$ cat src/rtl/uart_pkg.sv
// Shared UART definitions: FSM state encoding and baud divisor helper.
// Used by the receiver now and by future UART blocks.
package uart_pkg;

    localparam logic [1:0] ST_IDLE  = 2'd0;
    localparam logic [1:0] ST_START = 2'd1;
    localparam logic [1:0] ST_DATA  = 2'd2;
    localparam logic [1:0] ST_STOP  = 2'd3;

    typedef enum logic [1:0] {
        IDLE  = ST_IDLE,
        START = ST_START,
        DATA  = ST_DATA,
        STOP  = ST_STOP
    } uart_state_t;

    // Result must lie in 4..65535 so it fits the 16-bit baud counter.
    function automatic int unsigned calc_baud_cnt_max(input int unsigned clk_freq,
                                                      input int unsigned uart_bps);
        return clk_freq / uart_bps;
    endfunction

endpackage

$ cat src/rtl/sync_2ff.sv
// Two-flop synchroniser for a single asynchronous bit, with selectable reset value.
module sync_2ff #(
    parameter logic INIT = 1'b1
) (
    input  logic clk,
    input  logic rst,
    input  logic d,
    output logic q
);

    logic d0;

    // Capture stage then resolve stage.
    always_ff @(posedge clk or posedge rst) begin
        if (rst) begin
            d0 <= INIT;
            q  <= INIT;
        end else begin
            d0 <= d;
            q  <= d0;
        end
    end

endmodule

$ cat src/rtl/uart_rx.sv
// 8N1 UART receiver, LSB first; mid-bit sampling, done strobe per good byte,
// error strobe on a zero stop bit.
module uart_rx
    import uart_pkg::*;
#(
    parameter int unsigned CLK_FREQ = 50000000,
    parameter int unsigned UART_BPS = 115200
) (
    input  logic       clk,
    input  logic       rst,
    input  logic       uart_rxd,
    output logic [7:0] uart_rx_data,
    output logic       uart_rx_done,
    output logic       uart_rx_err,
    output logic       uart_rx_busy
);

    localparam int unsigned BAUD_CNT_MAX = calc_baud_cnt_max(CLK_FREQ, UART_BPS);
    localparam int unsigned HALF_CNT     = BAUD_CNT_MAX / 2;
    localparam logic [15:0] BAUD_LAST    = 16'(BAUD_CNT_MAX - 1);
    localparam logic [15:0] HALF_LAST    = 16'(HALF_CNT - 1);

    uart_state_t state, next_state;
    logic        rxd_d1;
    logic        rxd_d2;
    logic        start_cond;
    logic [15:0] baud_cnt, baud_cnt_nxt;
    logic [2:0]  bit_cnt, bit_cnt_nxt;
    logic [7:0]  shift_reg, shift_nxt;
    logic [7:0]  data_nxt;
    logic        done_nxt, err_nxt, busy_nxt;

    sync_2ff #(.INIT(1'b1)) u_sync (
        .clk (clk),
        .rst (rst),
        .d   (uart_rxd),
        .q   (rxd_d1)
    );

    // Only a genuine falling edge starts a frame, so a line stuck low stays idle.
    assign start_cond = (rxd_d1 == 1'b0) && (rxd_d2 == 1'b1);

    // Next-state, counters, shifter and output strobes.
    always_comb begin
        next_state   = state;
        baud_cnt_nxt = baud_cnt;
        bit_cnt_nxt  = bit_cnt;
        shift_nxt    = shift_reg;
        data_nxt     = uart_rx_data;
        done_nxt     = 1'b0;
        err_nxt      = 1'b0;
        case (state)
            IDLE: begin
                baud_cnt_nxt = 16'd0;
                bit_cnt_nxt  = 3'd0;
                if (start_cond) begin
                    next_state = START;
                end else begin
                    next_state = IDLE;
                end
            end
            START: begin
                if (baud_cnt == HALF_LAST) begin
                    baud_cnt_nxt = 16'd0;
                    bit_cnt_nxt  = 3'd0;
                    if (rxd_d1 == 1'b0) begin
                        next_state = DATA;
                    end else begin
                        next_state = IDLE;
                    end
                end else begin
                    baud_cnt_nxt = baud_cnt + 16'd1;
                end
            end
            DATA: begin
                if (baud_cnt == BAUD_LAST) begin
                    baud_cnt_nxt = 16'd0;
                    shift_nxt    = {rxd_d1, shift_reg[7:1]};
                    bit_cnt_nxt  = bit_cnt + 3'd1;
                    if (bit_cnt == 3'd7) begin
                        next_state = STOP;
                    end else begin
                        next_state = DATA;
                    end
                end else begin
                    baud_cnt_nxt = baud_cnt + 16'd1;
                end
            end
            STOP: begin
                // Leaving at mid-stop-bit leaves half a bit to catch a back-to-back start edge.
                if (baud_cnt == BAUD_LAST) begin
                    baud_cnt_nxt = 16'd0;
                    next_state   = IDLE;
                    if (rxd_d1 == 1'b1) begin
                        data_nxt = shift_reg;
                        done_nxt = 1'b1;
                    end else begin
                        err_nxt = 1'b1;
                    end
                end else begin
                    baud_cnt_nxt = baud_cnt + 16'd1;
                end
            end
            default: begin
                next_state   = IDLE;
                baud_cnt_nxt = 16'd0;
                bit_cnt_nxt  = 3'd0;
            end
        endcase
        busy_nxt = (next_state != IDLE);
    end

    // State, datapath and registered outputs.
    always_ff @(posedge clk or posedge rst) begin
        if (rst) begin
            state        <= IDLE;
            rxd_d2       <= 1'b1;
            baud_cnt     <= 16'd0;
            bit_cnt      <= 3'd0;
            shift_reg    <= 8'h00;
            uart_rx_data <= 8'h00;
            uart_rx_done <= 1'b0;
            uart_rx_err  <= 1'b0;
            uart_rx_busy <= 1'b0;
        end else begin
            state        <= next_state;
            rxd_d2       <= rxd_d1;
            baud_cnt     <= baud_cnt_nxt;
            bit_cnt      <= bit_cnt_nxt;
            shift_reg    <= shift_nxt;
            uart_rx_data <= data_nxt;
            uart_rx_done <= done_nxt;
            uart_rx_err  <= err_nxt;
            uart_rx_busy <= busy_nxt;
        end
    end

endmodule

$ cat config.mk
export PLATFORM = sky130hd
export DESIGN_NAME = uart_rx
export DESIGN_NICKNAME = d
export VERILOG_FILES = /design/src/rtl/uart_pkg.sv /design/src/rtl/sync_2ff.sv /design/src/rtl/uart_rx.sv
export SDC_FILE = /design/constraint.sdc
export NUM_CORES = 1
export LEC_CHECK = 0
export ABC_CLOCK_PERIOD_IN_PS = 2000
export CAP_MARGIN = 10
export CORE_ASPECT_RATIO = 0.8
export CORE_UTILIZATION = 57
export CTS_CLUSTER_SIZE = 12
export DETAILED_ROUTE_END_ITERATION = 6
export PLACE_DENSITY_LB_ADDON = 0.2
export SLEW_MARGIN = 40
export SYNTH_ARGS = -nofsm -noshare
export SYNTH_HDL_FRONTEND = slang
export SYNTH_SLANG_ARGS = --single-unit
$ cat constraint.sdc
create_clock -name clk -period 2 [get_ports clk]
set_input_delay 0.4 -clock clk [delete_from_list [all_inputs] [get_ports clk]]
set_output_delay 0.4 -clock clk [all_outputs]
set_load 0.005 [all_outputs]
* Yosys cells after proc, flatten, opt, wreduce, memory -nomap -nowiden
Cells that the tools add are included. Widths: inputs -> output; s select.
Operators by class: bitwise operators 1, multiplexer cells 19, $add $sub $neg 2, eq/ne operators 8, reduce and logical (&&, ||, !) cells 8
Operators with widths (count):
- $pmux 16 s3 | 1
- $mux 16 | 2
- $add 16x1->16 const B | 1
- $eq 16x8->1 const B | 1
- $eq 16x9->1 const B | 1
- $pmux 3 s3 | 1
- $mux 1 | 8
- $mux 2 | 4
- $pmux 2 s4 | 1
- $mux 3 | 2
- $reduce_and 3->1 | 2
- $eq 2x2->1 const B | 2
- $ne 2x2->1 const B | 2
- $add 3x1->3 const B | 1
- $eq 3x3->1 const B | 1
- $reduce_bool 3->1 | 1
- $eq 2x1->1 const B | 1
- $logic_not 2->1 | 1
- $reduce_and 2->1 | 1
- $reduce_bool 2->1 | 1
- $reduce_or 2->1 | 1
- $logic_and 1x1->1 | 1
- $not 1->1 | 1
Storage, ports and cells: bits of input ports 3, register bits after elaboration 43, logic and storage cells 49

* Logic depth before layout (Yosys ltp)
Gate-level depths: netlist (run 1).
depth in word-level cells 5, mapped depth 7

* Cells and area by module
Synthesis (run 1) repeated with hierarchy kept, for this count alone.
Unflattened totals: cell total of the unflattened synthesis 170, area total of the unflattened synthesis 1998.2 um^2
By module, submodules not included:
- uart_rx | cells each 167, times used 1, area an instance 1941.9 um^2, seq. area each 1027.2 um^2
- sync_2ff | cells each 3, times used 1, area an instance 56.3 um^2, seq. area each 52.6 um^2

* Worst setup path after synthesis (run 1)
No wires, ideal clock.
path kind register -> register, start register baud_cnt[2], end register uart_rx_data[0], data required time 1.872 ns, arrival time 1.631 ns, path buffers 1, slack 0.242 ns, cell stages (with the launch flop) 6, cell sequence dfrtp_1 nor4_4 and4_1 buf_2 nand4_4 mux2_1
Between the ends: cells in the longest elaborated chain, start to end 2
Ends and longest elaborated chain:
- from (decl) | RTL line uart_rx.sv:27 | logic [15:0] baud_cnt, baud_cnt_nxt;
- from (signal assigned) | RTL line uart_rx.sv:128 | baud_cnt <= baud_cnt_nxt;
- $eq 16x9->1 | RTL line uart_rx.sv:91 | if (baud_cnt == BAUD_LAST) begin
- $reduce_and 3->1 (no source line)
- to (signal assigned) | RTL line uart_rx.sv:131 | uart_rx_data <= data_nxt;
- to (decl) | RTL line uart_rx.sv:12 | output logic [7:0] uart_rx_data,
Every way passes these cells. A chain may end at the register's enable or synchronous reset.

* Worst setup path in the final report (run 1)
Ends and elaborated chain as after synthesis.

==> impl_metrics.json, run 1 <==
{
  "power.density_nw_per_um2": 786,
  "ant_nets": 0,
  "synth-edff-count": 0,
  "die_w_um": 68.0,
  "fmax_mhz": 531,
  "routedWlPerCell_um": 15.5,
  "synth_top_cell_area_share_pct": 50.4,
  "nets": 198,
  "largest_reg_flops": 16,
  "layout-drive-gt1-share_pct": 19.9,
  "htree_levels": 2,
  "fin_tns_setup_ns": 0,
  "syn_avg_cell_area_sq_um": 11.8,
  "syn_nets": 177,
  "core_sq_um": 3200,
  "busiest_layer": "met2",
  "worstPathRequired_ns": 2.18,
  "min_period_over_period_pct": 94.1,
  "critical_path_class": "flip-flop to flip-flop",
  "area_delta_synth_final_pct": 15.1,
  "drv_cap": 0,
  "cts_tree": "built",
  "hold_viol": 0,
  "peakVddDrop_mv": 0.610,
  "routed_via_density": 5.83,
  "synth_top_cell_by_area": "dfrtp_1",
  "drtIter0Drc": 84,
  "io_buffers": 13,
  "worstMarginPinSlew_ns": 0.633,
  "placed_area_sq_um": 2200,
  "worstSetupEndpointType": "flip-flop",
  "mostFrequentLayoutCell": "dfrtp_1",
  "grt_max_degree": 44,
  "reg2regPathDepth": 4,
  "use_met3_pct": 5.63,
  "grt_pass1_wl_mm": 5.77,
  "p_leak_uw": 0.00106,
  "diodes": 0,
  "max_stage_delay_ns": 0.47,
  "antenna_found_initial": 0,
  "gr-total-overflow": 0,
  "crit_path_start": "baud_cnt[2]",
  "routed_wl_mm": 3.58,
  "hold_path_end": "u_sync.q",
  "root_buffer": "clkbuf_8",
  "drc": 0,
  "worst-path-buf-inv": 0,
  "ys_top_cells_by_area": "dfrtp_1, mux2_2, xnor2_1, dfstp_2, nor2_1",
  "cts.clk_slew.worst_paths_ns": 0.08,
  "drt_first_pass_iters": 4,
  "synth_warnings": 0,
  "post_cts_resized": 0,
  "rsz0062_at_grt": "no",
  "hpwlAfterDp_mm": 2.52,
  "dp_cells": 223,
  "grt_pass1_vias": 1240,
  "setup_viol_count_final": 0,
  "worst_hold_path_type": "flip-flop to flip-flop",
  "async_flop_share_pct": 100,
  "min_from": "u_sync.d0",
  "r2r_end": "uart_rx_data[0]",
  "rrSetupSlack_ns": 0.12,
  "grt_use_met1_pct": 28.7,
  "synth_area_sq_um": 1990,
  "crit_family": "simple AND/OR/NAND/NOR gates",
  "ctsHoldBuffers": 0,
  "synthFlopType": "dfrtp_1",
  "syn_inst": 169,
  "numCtsBuffers": 5,
  "cts_sinks": 43,
  "fin_area_sq_um": 2290,
  "die_y_um": 54.8,
  "clock_latency_ns": 0.29,
  "cp.arrival_ns": 2.06,
  "dr_total_vias": 1346,
  "pin_count": 14,
  "grtUsageMet2_pct": 35.5,
  "slew_viol_final": 0,
  "start_util_pct": 62.1,
  "synth_seq_cells": 43,
  "design_power_total_uw": 1800,
  "place_congestion": 0.767,
  "r2r_start": "baud_cnt[2]",
  "clockBufferDepth": 2,
  "cp-start-kind": "flip-flop",
  "grt_usage_pct": 21.9,
  "ys_types": 38,
  "crit_path_cell_trace": "nor4_4, and4_2, nand4_4, mux2_1",
  "outcome": "finished clean",
  "stdcell_count": 231,
  "yosysSeqAreaShare_pct": 54.3,
  "cp_slowest_cell": "dfrtp_1",
  "rows": 18,
  "hold_depth": 0,
  "relSlewSlack_pct": 57.4,
  "post_cts_buffers": 0,
  "dieArea_sq_um": 3730,
  "mostFrequentLayoutCells": "dfrtp_1, nor2_1, mux2_2",
  "cp_max_fo": 8,
  "fin_skew_ns": 0.00528,
  "layout_min_cycle_time_ns": 1.88
}
[cell type report]
class / instances / area, sq um
inverter: 7 / 26.3
sequential: 43 / 1080
multi-input combinational: 114 / 858
clock inverter: 2 / 12.5
timing repair buffer: 19 / 188
fill: 231 / 911
tap: 40 / 50.0
clock buffer: 6 / 72.6
[per-stage QoR]
step	hold slack, ns	utilization, %	setup WS [ns]
final	0.366	71.5	0.118
after global routing	0.367	71.5	0.00384
after CTS	0.367	71.5	0.0597
after detailed placement	0.350	68.8	0.0820
after global placement	0.348	68.8	0.152
after floorplan	0.345	-	0.242
[logic make-up (layout without fill, tap and decap cells)]
| kind of cell | after synthesis | count (layout) | synth area share [%] |
|---|---|---|---|
| AO/OA/AOI/OAI | 14 | 14 | 5.29 |
| XOR/XNOR | 13 | 13 | 5.73 |
| adder cells (fa/ha/maj) | 5 | 5 | 3.15 |
| buffers and inverters | 12 | 34 | 2.52 |
| flip-flops | 43 | 43 | 54.3 |
| multiplexers | 16 | 16 | 9.07 |
| AND/OR/NAND/NOR | 66 | 66 | 19.9 |
[worst max-delay path by stage]
| stage | slack (ns) | to | cells after the start |
|---|---|---|---|
| 2_1_floorplan | 0.24 | uart_rx_data[0] | 5 |
| 3_3_place_gp | 0.15 | uart_rx_data[0] | 4 |
| 3_5_place_dp | 0.08 | uart_rx_data[0] | 4 |
| 4_1_cts | 0.06 | uart_rx_data[0] | 4 |
| 5_1_grt | 0.004 | uart_rx_data[0] | 4 |
| 6_report | 0.12 | uart_rx_data[0] | 4 |
[per-layer routing]
| metal | vias up | share of wire, % |
|---|---|---|
| met2 | 37 | 49 |
| met1 | 665 | 45 |
| met5 | - | 0 |
| met4 | 0 | 0.75 |
| met3 | 4 | 4.4 |
| li1 | 640 | - |
[cell usage after synthesis, types with 2 or more instances]
cell      count
a21oi_1       3
clkbuf_1      3
mux2_2       14
mux2_1        2
nand2_1       9
nor2_1       19
xor2_1        2
xnor2_1      11
o21ai_0       2
nand3_1       9
inv_1         7
nor3_1        5
a221o_1       2
nor4_4        2
and3_1        3
nor4_1        4
dfstp_2       3
nor2b_1       3
ha_1          5
dfrtp_1      40
nand4_1       4
[where the power goes]
| part | internal [uW] | switching, uW | leakage [uW] | total [uW] |
|---|---|---|---|---|
| clock | 244 | 288 | 0.0000412 | 532 |
| sequential | 928 | 88.0 | 0.000576 | 1020 |
| combinational | 114 | 135 | 0.000440 | 249 |
| total | 1290 | 511 | 0.00106 | 1800 |
(Power assumes the default switching activity.)
==> inputs of run 2 (changes only) <==
SKIP_LAST_GASP = 1   (was unset)
==> results of run 2 <==
Final layout, timing and power as in run 1 (identical DEF).
